### src/rtl/enc_pkg.sv
`default_nettype none
// ============================================================================
//  Module   : enc_pkg
//  Purpose  : Shared types, mode constants and the quadrature step classifier
//             for the encoder revolution analyser.
//  Revision : 1.0  initial release
// ============================================================================
package enc_pkg;

    typedef enum logic [1:0] {
        ST_IDLE = 2'd0,
        ST_ARM  = 2'd1,
        ST_RUN  = 2'd2,
        ST_DONE = 2'd3
    } state_t;

    typedef enum logic [1:0] {
        STEP_NONE    = 2'd0,
        STEP_FWD     = 2'd1,
        STEP_REV     = 2'd2,
        STEP_ILLEGAL = 2'd3
    } step_t;

    localparam logic [1:0] MODE_X1 = 2'b00;
    localparam logic [1:0] MODE_X2 = 2'b01;
    localparam logic [1:0] MODE_X4 = 2'b10;

    // Forward order of {A,B} is 00 -> 10 -> 11 -> 01 -> 00; a double-bit
    // change has no defined direction and is flagged illegal.
    function automatic step_t classify_step(input logic [1:0] prev_ab,
                                            input logic [1:0] cur_ab);
        step_t step;
        step = STEP_NONE;
        if (prev_ab != cur_ab) begin
            if ((prev_ab ^ cur_ab) == 2'b11) begin
                step = STEP_ILLEGAL;
            end else begin
                case (prev_ab)
                    2'b00:   step = (cur_ab == 2'b10) ? STEP_FWD : STEP_REV;
                    2'b10:   step = (cur_ab == 2'b11) ? STEP_FWD : STEP_REV;
                    2'b11:   step = (cur_ab == 2'b01) ? STEP_FWD : STEP_REV;
                    default: step = (cur_ab == 2'b00) ? STEP_FWD : STEP_REV;
                endcase
            end
        end
        return step;
    endfunction

endpackage
`default_nettype wire

### src/rtl/enc_quad_decoder.sv
`default_nettype none
// ============================================================================
//  Module   : enc_quad_decoder
//  Purpose  : Synchronises A/B/Z, classifies quadrature steps, produces the
//             mode-dependent count event, direction, illegal flag and Z rise.
//  Revision : 1.0  initial release
// ============================================================================
module enc_quad_decoder
    import enc_pkg::*;
(
    input  logic       Clk,
    input  logic       Rst,
    input  logic       AIn,
    input  logic       BIn,
    input  logic       ZIn,
    input  logic [1:0] Mode,
    output logic       cnt_evt,
    output logic       dir,
    output logic       illegal,
    output logic       z_rise
);

    // Bit order in all three stages is {A, B, Z}
    logic [2:0] r_sync1;
    logic [2:0] r_sync2;
    logic [2:0] r_dly;
    step_t      w_step;
    logic       w_valid;
    logic       w_a_edge;
    logic       w_a_rise;

    // Two-flop synchroniser followed by a delay stage for edge comparison
    always_ff @(posedge Clk or posedge Rst) begin
        if (Rst) begin
            r_sync1 <= '0;
            r_sync2 <= '0;
            r_dly   <= '0;
        end else begin
            r_sync1 <= {AIn, BIn, ZIn};
            r_sync2 <= r_sync1;
            r_dly   <= r_sync2;
        end
    end

    // Step classification and per-mode count event selection
    always_comb begin
        w_step   = classify_step(r_dly[2:1], r_sync2[2:1]);
        w_valid  = (w_step == STEP_FWD) || (w_step == STEP_REV);
        w_a_edge = w_valid && (r_dly[2] != r_sync2[2]);
        w_a_rise = w_a_edge && r_sync2[2];
        case (Mode)
            MODE_X1: cnt_evt = w_a_rise;
            MODE_X2: cnt_evt = w_a_edge;
            default: cnt_evt = w_valid;
        endcase
        illegal = (w_step == STEP_ILLEGAL);
        z_rise  = r_sync2[0] & ~r_dly[0];
    end

    // Direction follows the most recent valid step; illegal steps leave it
    always_ff @(posedge Clk or posedge Rst) begin
        if (Rst) begin
            dir <= 1'b0;
        end else if (w_step == STEP_FWD) begin
            dir <= 1'b1;
        end else if (w_step == STEP_REV) begin
            dir <= 1'b0;
        end
    end

endmodule
`default_nettype wire

### src/rtl/enc_rev_analyser.sv
`default_nettype none
// ============================================================================
//  Module   : enc_rev_analyser
//  Purpose  : Measures counts per revolution over N Z-to-Z revolutions,
//             tracks min/max/last PPR, run time and quadrature errors, and
//             streams a timestamp per counted edge to a capture RAM port.
//  Revision : 1.0  initial release
// ============================================================================
module enc_rev_analyser
    import enc_pkg::*;
#(
    parameter int CNT_W  = 16,
    parameter int TIME_W = 32,
    parameter int ADDR_W = 14,
    parameter int NREV_W = 4
) (
    input  logic              Clk,
    input  logic              Rst,
    input  logic              AIn,
    input  logic              BIn,
    input  logic              ZIn,
    input  logic              Start,
    input  logic              Abort,
    input  logic [1:0]        Mode,
    input  logic [NREV_W-1:0] NRev,
    output logic [CNT_W-1:0]  PPR,
    output logic [CNT_W-1:0]  PPRMin,
    output logic [CNT_W-1:0]  PPRMax,
    output logic [TIME_W-1:0] RevTime,
    output logic [CNT_W-1:0]  QuadErr,
    output logic              Dir,
    output logic              Busy,
    output logic              Done,
    output logic              WrEn,
    output logic [ADDR_W-1:0] WrAddr,
    output logic [TIME_W-1:0] WrData,
    output logic              Ovf
);

    localparam logic [CNT_W-1:0]  c_CNT_MAX  = {CNT_W{1'b1}};
    localparam logic [TIME_W-1:0] c_TIME_MAX = {TIME_W{1'b1}};
    localparam logic [ADDR_W-1:0] c_ADDR_MAX = {ADDR_W{1'b1}};

    state_t            r_state;
    state_t            w_state_nxt;
    logic              r_start_s1, r_start_s2, r_start_dly;
    logic              r_abort_s1, r_abort_s2;
    logic              w_cnt_evt, w_illegal, w_z_rise;
    logic              w_start_rise, w_abort, w_run, w_count, w_close, w_last_rev;
    logic [CNT_W-1:0]  r_ctr, w_ctr_inc, w_ctr_close;
    logic [NREV_W-1:0] r_rev, w_rev_nxt, w_nrev_eff;
    logic [TIME_W-1:0] r_timer, w_timer_inc;
    logic [ADDR_W-1:0] r_ptr;

    enc_quad_decoder u_dec (
        .Clk     (Clk),
        .Rst     (Rst),
        .AIn     (AIn),
        .BIn     (BIn),
        .ZIn     (ZIn),
        .Mode    (Mode),
        .cnt_evt (w_cnt_evt),
        .dir     (Dir),
        .illegal (w_illegal),
        .z_rise  (w_z_rise)
    );

    // Control inputs share the pin path depth of the encoder signals
    always_ff @(posedge Clk or posedge Rst) begin
        if (Rst) begin
            r_start_s1  <= 1'b0;
            r_start_s2  <= 1'b0;
            r_start_dly <= 1'b0;
            r_abort_s1  <= 1'b0;
            r_abort_s2  <= 1'b0;
        end else begin
            r_start_s1  <= Start;
            r_start_s2  <= r_start_s1;
            r_start_dly <= r_start_s2;
            r_abort_s1  <= Abort;
            r_abort_s2  <= r_abort_s1;
        end
    end

    // Shared qualifiers; abort suppresses counting and closing in its cycle
    always_comb begin
        w_start_rise = r_start_s2 & ~r_start_dly;
        w_abort      = r_abort_s2;
        w_nrev_eff   = (NRev == '0) ? NREV_W'(1) : NRev;
        w_rev_nxt    = r_rev + NREV_W'(1);
        w_last_rev   = (w_rev_nxt == w_nrev_eff);
        w_run        = (r_state == ST_RUN) && !w_abort;
        w_count      = w_run && w_cnt_evt;
        w_close      = w_run && w_z_rise;
        w_ctr_inc    = (r_ctr == c_CNT_MAX) ? r_ctr : r_ctr + CNT_W'(1);
        w_ctr_close  = w_count ? w_ctr_inc : r_ctr;
        w_timer_inc  = (r_timer == c_TIME_MAX) ? r_timer : r_timer + TIME_W'(1);
    end

    // FSM state register
    always_ff @(posedge Clk or posedge Rst) begin
        if (Rst) begin
            r_state <= ST_IDLE;
        end else begin
            r_state <= w_state_nxt;
        end
    end

    // FSM next-state logic
    always_comb begin
        w_state_nxt = r_state;
        case (r_state)
            ST_IDLE: if (w_start_rise) w_state_nxt = ST_ARM;
            ST_ARM: begin
                if (w_abort)       w_state_nxt = ST_IDLE;
                else if (w_z_rise) w_state_nxt = ST_RUN;
            end
            ST_RUN: begin
                if (w_abort)                    w_state_nxt = ST_IDLE;
                else if (w_z_rise && w_last_rev) w_state_nxt = ST_DONE;
            end
            default: w_state_nxt = ST_IDLE;
        endcase
    end

    // FSM outputs
    always_comb begin
        Busy = (r_state == ST_ARM) || (r_state == ST_RUN);
        Done = (r_state == ST_DONE);
    end

    // Measurement datapath and capture write port
    always_ff @(posedge Clk or posedge Rst) begin
        if (Rst) begin
            PPR     <= '0;
            PPRMin  <= '0;
            PPRMax  <= '0;
            RevTime <= '0;
            QuadErr <= '0;
            WrEn    <= 1'b0;
            WrAddr  <= '0;
            WrData  <= '0;
            Ovf     <= 1'b0;
            r_ctr   <= '0;
            r_rev   <= '0;
            r_timer <= '0;
            r_ptr   <= '0;
        end else begin
            WrEn <= 1'b0;
            if (r_state == ST_IDLE && w_start_rise) begin
                QuadErr <= '0;
                WrAddr  <= '0;
                r_ptr   <= '0;
                Ovf     <= 1'b0;
                PPRMin  <= c_CNT_MAX;
                PPRMax  <= '0;
            end
            if ((r_state == ST_ARM || r_state == ST_RUN) && w_illegal && QuadErr != c_CNT_MAX) begin
                QuadErr <= QuadErr + CNT_W'(1);
            end
            if (r_state == ST_ARM && !w_abort && w_z_rise) begin
                r_timer <= '0;
                r_ctr   <= '0;
                r_rev   <= '0;
            end
            if (w_run) begin
                r_timer <= w_timer_inc;
            end
            if (w_count) begin
                r_ctr <= w_ctr_inc;
                if (!Ovf) begin
                    WrEn   <= 1'b1;
                    WrData <= r_timer;
                    WrAddr <= r_ptr;
                    // Address sticks at the top entry instead of wrapping
                    if (r_ptr == c_ADDR_MAX) Ovf <= 1'b1;
                    else                     r_ptr <= r_ptr + ADDR_W'(1);
                end
            end
            // A count event coincident with Z is folded into the closing revolution
            if (w_close) begin
                PPR   <= w_ctr_close;
                r_ctr <= '0;
                r_rev <= w_rev_nxt;
                if (w_ctr_close < PPRMin) PPRMin <= w_ctr_close;
                if (w_ctr_close > PPRMax) PPRMax <= w_ctr_close;
                // Timer value including this cycle: clocks between arming Z and final Z
                if (w_last_rev) RevTime <= w_timer_inc;
            end
        end
    end

endmodule
`default_nettype wire
### config.mk
export PLATFORM = sky130hd
export DESIGN_NAME = enc_rev_analyser
export DESIGN_NICKNAME = d
export VERILOG_FILES = /design/src/rtl/enc_pkg.sv /design/src/rtl/enc_quad_decoder.sv /design/src/rtl/enc_rev_analyser.sv
export SDC_FILE = /design/constraint.sdc
export NUM_CORES = 1
export LEC_CHECK = 0
export ABC_AREA = 1
export ABC_CLOCK_PERIOD_IN_PS = 13900
export BUFFER_PORTS_ARGS = -buffer_cell sky130_fd_sc_hd__clkbuf_2
export CORE_MARGIN = 2
export CORE_UTILIZATION = 50
export DETAILED_ROUTE_END_ITERATION = 8
export PLACE_DENSITY = 0.71
export REMOVE_ABC_BUFFERS = 1
export SYNTH_ARGS = -nofsm -noshare
export SYNTH_HDL_FRONTEND = slang
export SYNTH_HIERARCHICAL = 1
export SYNTH_SLANG_ARGS = --single-unit
### constraint.sdc
create_clock -name Clk -period 13.9 [get_ports Clk]
set_input_delay 0.695 -clock Clk [delete_from_list [all_inputs] [get_ports Clk]]
set_output_delay 0.695 -clock Clk [all_outputs]
set_load 0.02 [all_outputs]
==> results of run 1 <==
==> worst paths after layout <==
path / to / slack [ns] / cells after the start
setup reg to reg: PPRMax[3] / 8.89 / 19
hold / removal: u_dec/r_sync2[0] / 0.21 / 2
min in group Clk: u_dec/r_sync1[2] / 0.29 / 1
setup / recovery: PPRMax[3] / 8.89 / 19
max in group asynchronous: RevTime[15] / 11.65 / 4
hold reg to reg: u_dec/r_sync2[0] / 0.35 / 0
==> routing by layer <==
layer  routed length, um  GRT usage  part of all wire
met2               13300      0.394              0.46
met5                   0          0                 0
met3                1570     0.0384             0.055
met4                 809     0.0758             0.028
met1               13000      0.332              0.45
==> cell families (layout without fill, tap and decap cells) <==
family | Yosys count | count (layout)
compound gates | 201 | 201
xor+xnor | 50 | 50
fa+ha+maj | 42 | 42
buf+inv | 204 | 375
flops | 227 | 227
mux | 3 | 3
simple gates | 666 | 666
==> final cells by class <==
type	instances	area share
sequential	227	0.427
multi-input combinational	962	0.369
timing repair buffer	169	0.0654
clock buffer	33	0.0547
inverter	159	0.0454
tap	285	0.0268
clock inverter	14	0.0114
==> cells in the final DEF, fill, tap and decap left out, types with 42 or more instances in the layout <==
cell,count
clkbuf_2,159
dfrtp_1,227
ha_1,42
inv_1,151
nand2_1,448
nand3_1,77
nor2_1,60
o21ai_0,120
xor2_1,49
==> per-stage QoR <==
step | hold WS (ns) | cell area [um^2] | setup WS [ns] | utilization
6_report | 0.212 | 13300 | 8.89 | 0.591
3_3_place_gp | 0.331 | 12400 | 9.17 | 0.552
4_1_cts | 0.208 | 13300 | 8.85 | 0.591
5_1_grt | 0.230 | 13300 | 8.27 | 0.591
3_5_place_dp | 0.340 | 12400 | 8.90 | 0.552
2_1_floorplan | 0.331 | 11200 | 7.27 | -
==> flip-flops by register name, indices dropped and copies added, names as in the netlist, 2 cells and up <==
| name | count |
|---|---|
| RevTime | 32 |
| PPRMax | 16 |
| r_timer | 32 |
| WrAddr | 14 |
| QuadErr | 16 |
| u_dec/r_sync2 | 3 |
| PPRMin | 16 |
| r_ptr | 14 |
| r_ctr | 16 |
| WrData | 32 |
| r_state | 2 |
| PPR | 16 |
| u_dec/r_sync1 | 3 |
| u_dec/r_dly | 3 |
| r_rev | 4 |
==> worst max-delay path: stages, from the launching register on <==
cell and delay, ns:
dfrtp_1 0.41, inv_1 0.10, ha_1 0.15, inv_1 0.06, nor2_4 0.65, nand2_1 0.40, inv_2 0.44, o21ai_0 0.19
o21ai_0 0.32, ha_1 0.37, nand2_1 0.08, inv_1 0.06, nand2_1 0.06, a31oi_1 0.08, a2111oi_0 0.30, nand2_1 0.09
nand2_1 0.50, inv_1 0.41, nand2_1 0.16, nand2_1 0.06
==> power groups by stage <==
stage	Clock, mW	Sequential (mW)	Combinational (mW)
after detailed placement	0	0.792	0.366
after floorplan	0	0.847	0.176
after global routing	0.743	0.790	0.409
after global placement	0	0.791	0.361
after CTS	0.712	0.782	0.367
final	0.698	0.782	0.362
==> impl_metrics.env, run 1 <==
export IMPL_status="completed"
export IMPL_antenna_cells=0
export IMPL_p_sw_uw=579
export IMPL_nFillCells=2051
export IMPL_maxSlewViolCount=0
export IMPL_nets=1600
export IMPL_floorplan_rows=55
export IMPL_max_freq_mhz=200
export IMPL_start_kind="flop"
export IMPL_maxSlewHeadroom=0.155
export IMPL_synth_avg_cell_area_um2=8.16
export IMPL_post_cts_resized=0
export IMPL_power_frac_seq=0.424
export IMPL_fin_cells=1849
export IMPL_routed_wl_um=28600
export IMPL_synth_flop_cell="dfrtp_1"
export IMPL_synth_area_leaders="dfrtp_1 (50%), nand2_1 (15%), o21ai_0 (5.3%)"
export IMPL_fin_setup_tns_ns=0
export IMPL_cts_clk_slew_worst_paths_ns=0.06
export IMPL_synth_compound_area_frac=0.0979
export IMPL_max_slew_worst_pin_slew_ns=1.27
export IMPL_cts_sinks=227
export IMPL_netlist_area_leader_share=0.500
export IMPL_p_leak_nw=6.83
export IMPL_ys_warn_count=6
export IMPL_hpwl_um=20200
export IMPL_grt_overflow=0
export IMPL_drtPass1Iterations=5
export IMPL_drt_iter0_drc=596
export IMPL_grt_max_degree=110
export IMPL_async_flop_share=1.00
export IMPL_grtUsageTotal=0.241
export IMPL_die_h_um=155
export IMPL_hold_path_class="input port to asynchronous set/reset pin"
export IMPL_period_share=0.361
export IMPL_initial_utilization=0.505
export IMPL_crit_type="flop to flop"
export IMPL_drt_vias_per_instance=5.29
export IMPL_dp_cells=1802
export IMPL_cts_setup_buffers=0
export IMPL_crit_required_ns=14.31
export IMPL_total_power_mw=1.84
export IMPL_internal_power_mw=1.26
export IMPL_crit_start="r_state[0]"
export IMPL_cts_buffer_depth=3
export IMPL_cts_root_buf="clkbuf_16"
export IMPL_yosys_mux_area_fraction=0.00275
export IMPL_antenna_found_initial=0
export IMPL_coreArea_um2=22500
export IMPL_yosysSeqAreaShare=0.500
export IMPL_synth_top_family_by_area="simple AND/OR/NAND/NOR gates"
export IMPL_grt_first_pass_wirelength_um=47300
export IMPL_pwr_share_clk=0.379
export IMPL_pwr_share_comb=0.197
export IMPL_endpoint_kind="flop"
export IMPL_worstSkewPairLatency_ns=0.53
export IMPL_synth_commonest_cells="nand2_1 (449), dfrtp_1 (227), inv_1 (153)"
export IMPL_arrival_ns=5.42
export IMPL_switching_share=0.314
export IMPL_rsz0062_at_grt="false"
export IMPL_critPathMaxFanout=35
export IMPL_ioPinCount=160
export IMPL_yosysMostFrequentCell="nand2_1"
export IMPL_powerDensity_nw_per_um2=138
export IMPL_synth_seq_cells=227
export IMPL_cts_tree="yes"
export IMPL_synth_fa_ha_area_frac=0.0462
export IMPL_fin_crit_ns=5.01
export IMPL_reg2reg_from="r_state[0]"
export IMPL_synthCells=1393
export IMPL_gp_congestion=0.920
export IMPL_synthSimpleGateAreaFrac=0.246
export IMPL_hold_buffers=0
export IMPL_multiInputGateArea_um2=4920
export IMPL_cts_max_level=1
export IMPL_ir_drop_uv=116
export IMPL_finalHoldViolCount=0
export IMPL_synth_top_area_cell="dfrtp_1"
export IMPL_fin_skew_ns=0.0165
export IMPL_final_seq_area_um2=5680
export IMPL_syn2layout_area_growth_pct=17.0
export IMPL_ant_nets=0
export IMPL_grt_pass1_vias=9450
export IMPL_drive_above_1_share=0.160
export IMPL_drc_errors=0
export IMPL_die_area_um2=24000
export IMPL_die_x_um=155
export IMPL_cap_viol_max_count=0
export IMPL_cts_made_buffers=26
export IMPL_synthDistinctLibCells=48
export IMPL_synthXorXnorAreaFrac=0.0385
export IMPL_syn_area_um2=11400
export IMPL_port_buffers=159
export IMPL_synth_enable_flop_cells=0
export IMPL_finalSetupViolCount=0
export IMPL_vias=9777
export IMPL_wl_per_cell_um=15.5
Note: power is estimated with default switching activity, not from simulation.
==> inputs of run 2 (changes only) <==
--- a/config.mk
+++ b/config.mk
@@ -6,12 +6,12 @@
 export NUM_CORES = 1
 export LEC_CHECK = 0
 export ABC_AREA = 1
-export ABC_CLOCK_PERIOD_IN_PS = 13900
+export ABC_CLOCK_PERIOD_IN_PS = 4150
 export BUFFER_PORTS_ARGS = -buffer_cell sky130_fd_sc_hd__clkbuf_2
 export CORE_MARGIN = 2
 export CORE_UTILIZATION = 50
 export DETAILED_ROUTE_END_ITERATION = 8
-export PLACE_DENSITY = 0.71
+export PLACE_DENSITY = 0.74
 export REMOVE_ABC_BUFFERS = 1
 export SYNTH_ARGS = -nofsm -noshare
 export SYNTH_HDL_FRONTEND = slang
==> constraint.sdc (replaced) <==
create_clock -name Clk -period 4.15 [get_ports Clk]
set_input_delay 0.2075 -clock Clk [delete_from_list [all_inputs] [get_ports Clk]]
set_output_delay 0.2075 -clock Clk [all_outputs]
set_load 0.02 [all_outputs]
==> impl_metrics.env, run 2 (synthesized netlist as in run 1, its figures left out) <==
export IMPL_fin_setup_tns_ns=0
export IMPL_floorplan_rows=55
export IMPL_crit_path_max_incr_delay_ns=0.70
export IMPL_die_area_um2=24000
export IMPL_hold_path_class="input port to asynchronous set/reset pin"
export IMPL_reg2reg_depth=19
export IMPL_critPathMaxFanout=27
export IMPL_max_freq_mhz=264
export IMPL_cts_max_level=1
export IMPL_grt_first_pass_wirelength_um=48100
export IMPL_critPathSlowestCell="o21ai_1"
export IMPL_path_common_cell="nand2_1"
export IMPL_cap_viol_max_count=0
export IMPL_coreArea_um2=22500
export IMPL_fin_area_um2=13500
export IMPL_finalSetupViolCount=0
export IMPL_die_h_um=155
export IMPL_r2r_slack_ns=0.36
export IMPL_switching_share=0.310
export IMPL_grt_overflow=0
export IMPL_p_sw_mw=1.94
export IMPL_crit_required_ns=4.61
export IMPL_dpl_worst_slack_ns=0.323
export IMPL_finish_utilization=0.599
export IMPL_syn2layout_area_growth_pct=18.6
export IMPL_cts_made_buffers=25
export IMPL_die_x_um=155
export IMPL_antenna_cells=0
export IMPL_p_leak_nw=6.91
export IMPL_r2r_end="PPRMin[11]"
export IMPL_drt_iter0_drc=644
export IMPL_drc_errors=0
export IMPL_maxSlewViolCount=0
export IMPL_drtPass1Iterations=5
export IMPL_period_share=0.914
export IMPL_max_slew_worst_pin_slew_ns=0.950
export IMPL_rsz0062_at_grt="false"
export IMPL_drive_above_1_share=0.164
export IMPL_wl_per_cell_um=15.5
export IMPL_nFillCells=2037
export IMPL_fin_crit_ns=3.79
export IMPL_crit_type="flop to flop"
export IMPL_maxSlewHeadroom=0.360
export IMPL_ir_drop_uv=328
export IMPL_port_buffers=159
export IMPL_largest_registers="RevTime (32), WrData (32), r_timer (32)"
export IMPL_cts_buffer_depth=3
export IMPL_vias=9849
export IMPL_cts_root_buf="clkbuf_16"
export IMPL_reg2reg_from="u_dec/r_dly[2]"
export IMPL_cts_tree="yes"
export IMPL_finalHoldViolCount=0
export IMPL_cts_clk_slew_worst_paths_ns=0.06
export IMPL_pwr_share_clk=0.384
export IMPL_final_cell_mix="nand2_1 (448), dfrtp_1 (227), clkbuf_2 (159)"
export IMPL_power_frac_seq=0.417
export IMPL_ant_nets=0
export IMPL_pwr_share_comb=0.199
export IMPL_grt_pass1_vias=9472
export IMPL_internal_power_mw=4.32
export IMPL_dp_cells=1815
export IMPL_powerDensity_nw_per_um2=464
export IMPL_endpoint_kind="flop"
export IMPL_fin_skew_ns=0.0139
export IMPL_crit_chain="inv_2 -> nand2_1 -> nand2_1 -> nand2_2 -> o21ai_1 -> ha_1 -> a21oi_1 -> nand2_1 -> clkinv_2 -> o21ai_1 -> ha_1 -> nand2_1 -> inv_1 -> o21ai_0 -> nand3_1 -> a21oi_2 -> buf_4 -> nand3_1 -> nand2_1"
export IMPL_antenna_found_initial=1
export IMPL_ioPinCount=160
export IMPL_setup_slack_ns=0.359
export IMPL_arrival_ns=4.25
export IMPL_nets=1618
export IMPL_drt_vias_per_instance=5.28
export IMPL_gp_congestion=0.924
export IMPL_cts_sinks=227
export IMPL_grtUsageTotal=0.244
export IMPL_hpwl_um=20500
export IMPL_routed_wl_um=28900
export IMPL_initial_utilization=0.505
export IMPL_place_area_um2=12500
export IMPL_grt_max_degree=130
export IMPL_start_kind="flop"
export IMPL_final_common_cell="nand2_1"
export IMPL_worstSkewPairLatency_ns=0.52
export IMPL_status="completed"
export IMPL_fin_cells=1867
## run 2: changes by cell type in the layout (fill, tap and decap cells not counted)
cell	previous run	this run
buf_4	10	23
o21ai_1	5	12
dlygate4sd3_1	0	6
o21ai_0	120	114
clkinv_2	9	4
bufinv_16	3	5
clkbuf_1	3	5
clkbuf_16	27	25
clkbuf_8	3	4
clkinvlp_4	1	2
inv_2	7	6
inv_6	1	2
o21ai_2	2	1
## run 2: cell type report
type	instances	area [um^2]	share of cell area
Clock buffer	34	699	0.0519
Clock inverter	12	198	0.0147
Inverter	159	606	0.0449
Multi-Input combinational cell	962	4910	0.364
Sequential cell	227	5680	0.421
Tap cell	285	357	0.0265
Timing Repair Buffer	188	1030	0.0763
## run 2: how the worst max path moves through the flow
stage / startpoint / slack [ns] / endpoint / depth (start not counted)
global route: u_dec/r_dly[2] / 0.02 / PPRMax[12] / 22
global placement: u_dec/r_sync2[2] / 0.42 / PPRMin[11] / 19
finish: u_dec/r_dly[2] / 0.36 / PPRMin[11] / 19
floorplan: Rst / -1.99 / Ovf / 1
CTS: u_dec/r_dly[2] / 0.30 / PPRMax[9] / 19
detailed placement: u_dec/r_dly[2] / 0.32 / PPRMax[12] / 19
## run 2: timing repair
item                                    CTS  global route
endpoints found under the hold margin   141             0
resized for setup                         0             7
endpoints found under the setup margin    0            14
buffers inserted                          0             0
hold buffers                              6             0
## run 2: metal layers
| layer | vias up | GRT usage | part of all wire |
|---|---|---|---|
| li1 | 4852 | - | - |
| met2 | 271 | 0.417 | 0.48 |
| met1 | 4671 | 0.325 | 0.44 |
| met3 | 53 | 0.0395 | 0.052 |
| met5 | - | 0 | 0.00045 |
| met4 | 2 | 0.0657 | 0.024 |
## run 2: power groups by stage
stage	clock [mW]	sequential (mW)	combinational, mW
6_report	2.40	2.61	1.24
5_1_grt	2.55	2.64	1.38
4_1_cts	2.44	2.61	1.26
3_5_place_dp	0	2.64	1.25
3_3_place_gp	0	2.64	1.22
2_1_floorplan	0	2.84	0.591
## run 2: through the flow
stage                     hold slack [ns]  total power, mW
after floorplan                    0.0477             3.43
after global placement              0.258             3.86
after detailed placement            0.265             3.89
after CTS                           0.272             6.31
after global routing                0.313             6.57
final                               0.276             6.26
## run 2: worst max-delay path: cells and delay by family (launching register included)
| kind | cells | cell delay, ns |
|---|---|---|
| adders and majority gates | 2 | 0.68 |
| and+or+nand+nor | 8 | 0.69 |
| DFF | 1 | 0.39 |
| AOI/OAI and AO/OA | 5 | 1.31 |
| buffers and inverters | 4 | 0.65 |
==> inputs of run 3 (changes only) <==
--- a/config.mk
+++ b/config.mk
@@ -7,11 +7,11 @@
 export LEC_CHECK = 0
 export ABC_AREA = 1
 export ABC_CLOCK_PERIOD_IN_PS = 4150
-export BUFFER_PORTS_ARGS = -buffer_cell sky130_fd_sc_hd__clkbuf_2
 export CORE_MARGIN = 2
 export CORE_UTILIZATION = 50
 export DETAILED_ROUTE_END_ITERATION = 8
-export PLACE_DENSITY = 0.74
+export DONT_BUFFER_PORTS = 1
+export PLACE_DENSITY = 0.68
 export REMOVE_ABC_BUFFERS = 1
 export SYNTH_ARGS = -nofsm -noshare
 export SYNTH_HDL_FRONTEND = slang
==> impl_metrics.env, run 3 (synthesized netlist as in run 1, its figures left out) <==
export IMPL_status="completed"
export IMPL_routed_wl_um=28700
export IMPL_finalHoldViolCount=0
export IMPL_largest_registers="RevTime (32), WrData (32), r_timer (32)"
export IMPL_hold_path_class="input port to asynchronous set/reset pin"
export IMPL_cts_buffer_depth=3
export IMPL_cts_tree="yes"
export IMPL_use_met2=0.406
export IMPL_hpwl_um=20000
export IMPL_reg2reg_depth=19
export IMPL_die_x_um=155
export IMPL_max_slew_worst_pin_slew_ns=0.897
export IMPL_ioPinCount=160
export IMPL_final_common_cell="nand2_1"
export IMPL_r2r_end="PPRMin[12]"
export IMPL_powerDensity_nw_per_um2=469
export IMPL_critPathSlowestCell="a21oi_2"
export IMPL_arrival_ns=4.19
export IMPL_cap_viol_max_count=0
export IMPL_fin_skew_ns=0.0269
export IMPL_drt_iter0_drc=673
export IMPL_crit_start="u_dec/r_sync2[2]"
export IMPL_floorplan_rows=55
export IMPL_grt_max_degree=123
export IMPL_max_freq_mhz=264
export IMPL_total_power_mw=5.97
export IMPL_reg2reg_from="u_dec/r_sync2[2]"
export IMPL_r2r_slack_ns=0.36
export IMPL_place_area_um2=11800
export IMPL_crit_chain="inv_2 -> nand2_1 -> nand2_1 -> nand2_2 -> o21ai_1 -> ha_1 -> a21oi_1 -> nand2_1 -> clkinv_2 -> o21ai_0 -> o21ai_0 -> buf_4 -> ha_1 -> a21oi_1 -> nand3_1 -> a21oi_2 -> nand2_4 -> nand2_1 -> nand2_1"
export IMPL_nets=1466
export IMPL_multiInputGateArea_um2=4920
export IMPL_grtUsageTotal=0.240
export IMPL_nFillCells=2033
export IMPL_cts_sinks=227
export IMPL_crit_path_max_incr_delay_ns=0.44
export IMPL_worstSkewPairLatency_ns=0.54
export IMPL_period_share=0.913
export IMPL_cts_max_level=1
export IMPL_initial_utilization=0.505
export IMPL_crit_type="flop to flop"
export IMPL_cts_clk_slew_worst_paths_ns=0.06
export IMPL_endpoint_kind="flop"
export IMPL_syn2layout_area_growth_pct=12.0
export IMPL_grt_first_pass_wirelength_um=47000
export IMPL_ant_nets=0
export IMPL_critPathMaxFanout=27
export IMPL_ir_drop_uv=287
export IMPL_vias=9367
export IMPL_start_kind="flop"
export IMPL_grt_busiest_layer="met2"
export IMPL_die_h_um=155
export IMPL_drt_vias_per_instance=5.46
export IMPL_maxSlewHeadroom=0.402
export IMPL_drc_errors=0
export IMPL_cts_made_buffers=26
export IMPL_crit_required_ns=4.55
export IMPL_antenna_found_initial=0
export IMPL_coreArea_um2=22500
export IMPL_drive_above_1_share=0.0797
export IMPL_grt_overflow=0
export IMPL_port_buffers=0
export IMPL_wl_per_cell_um=16.7
export IMPL_grt_use_met3=0.0485
export IMPL_die_area_um2=24000
export IMPL_path_common_cell="nand2_1"
export IMPL_final_cell_mix="nand2_1 (447), dfrtp_1 (227), inv_1 (150)"
export IMPL_gp_congestion=0.947
export IMPL_grt_pass1_vias=9015
export IMPL_dp_cells=1661
export IMPL_hold_ws_ns=0.232
export IMPL_maxSlewViolCount=0
export IMPL_final_seq_area_um2=5680
export IMPL_fin_area_um2=12700
export IMPL_drtPass1Iterations=5
export IMPL_finalSetupViolCount=0
export IMPL_rsz0062_at_grt="false"
export IMPL_fin_crit_ns=3.79
export IMPL_antenna_cells=0
export IMPL_fin_cells=1715
export IMPL_p_leak_nw=6.23
export IMPL_grt_use_met1=0.316
export IMPL_cts_root_buf="clkbuf_16"
## run 3: critical path, delay by kind of cell (launching register included)
kind / cells / cell delay (ns)
and+or+nand+nor: 8 / 0.80
AOI/OAI and AO/OA: 6 / 1.23
adders and majority gates: 2 / 0.62
DFF: 1 / 0.41
buffers and inverters: 3 / 0.57
## run 3: stage by stage
stage / setup TNS [ns] / utilization / setup slack (ns)
final: 0 / 0.566 / 0.362
after global routing: 0 / 0.566 / 0.0891
after CTS: 0 / 0.565 / 0.229
after detailed placement: 0 / 0.523 / 0.258
after global placement: 0 / 0.523 / 0.422
after floorplan: -432.59 / - / -1.99
## run 3: metal layers
layer  part of all wire  routed length, um  vias to the layer above
met5                  0                  0                        -
met4              0.025                709                        0
met3              0.063               1800                       61
met2               0.48              13600                      282
met1               0.44              12500                     4484
li1                   -                  -                     4540
## run 3: worst max path at each step
stage / endpoint / slack (ns) / depth (start not counted)
2_1_floorplan: Ovf / -1.99 / 1
3_3_place_gp: PPRMax[13] / 0.42 / 22
3_5_place_dp: PPRMax[3] / 0.26 / 22
4_1_cts: PPRMax[3] / 0.23 / 22
5_1_grt: PPRMax[3] / 0.09 / 22
6_report: PPRMin[12] / 0.36 / 19
## run 3: cell type report
cell class	instances	share of cell area
inverters	159	0.0478
multi-input cells	962	0.387
well taps	285	0.0280
repair buffers	35	0.0228
clock buffers	38	0.0625
flip-flops and latches	227	0.446
clock inverters	9	0.00658
## run 3: report_power, final
group	switching [mW]	internal [mW]	total, mW
combinational	0.545	0.258	0.803
clock	0.910	1.39	2.30
sequential	0.436	2.44	2.87
total	1.89	4.08	5.97
## run 3: repair_timing
| action | in CTS | in global routing |
|---|---|---|
| buffers inserted | 0 | 1 |
| endpoints found under the hold margin | 135 | 0 |
| hold buffers | 6 | 0 |
| gates resized for setup | 0 | 6 |
| setup endpoints to repair | 0 | 14 |
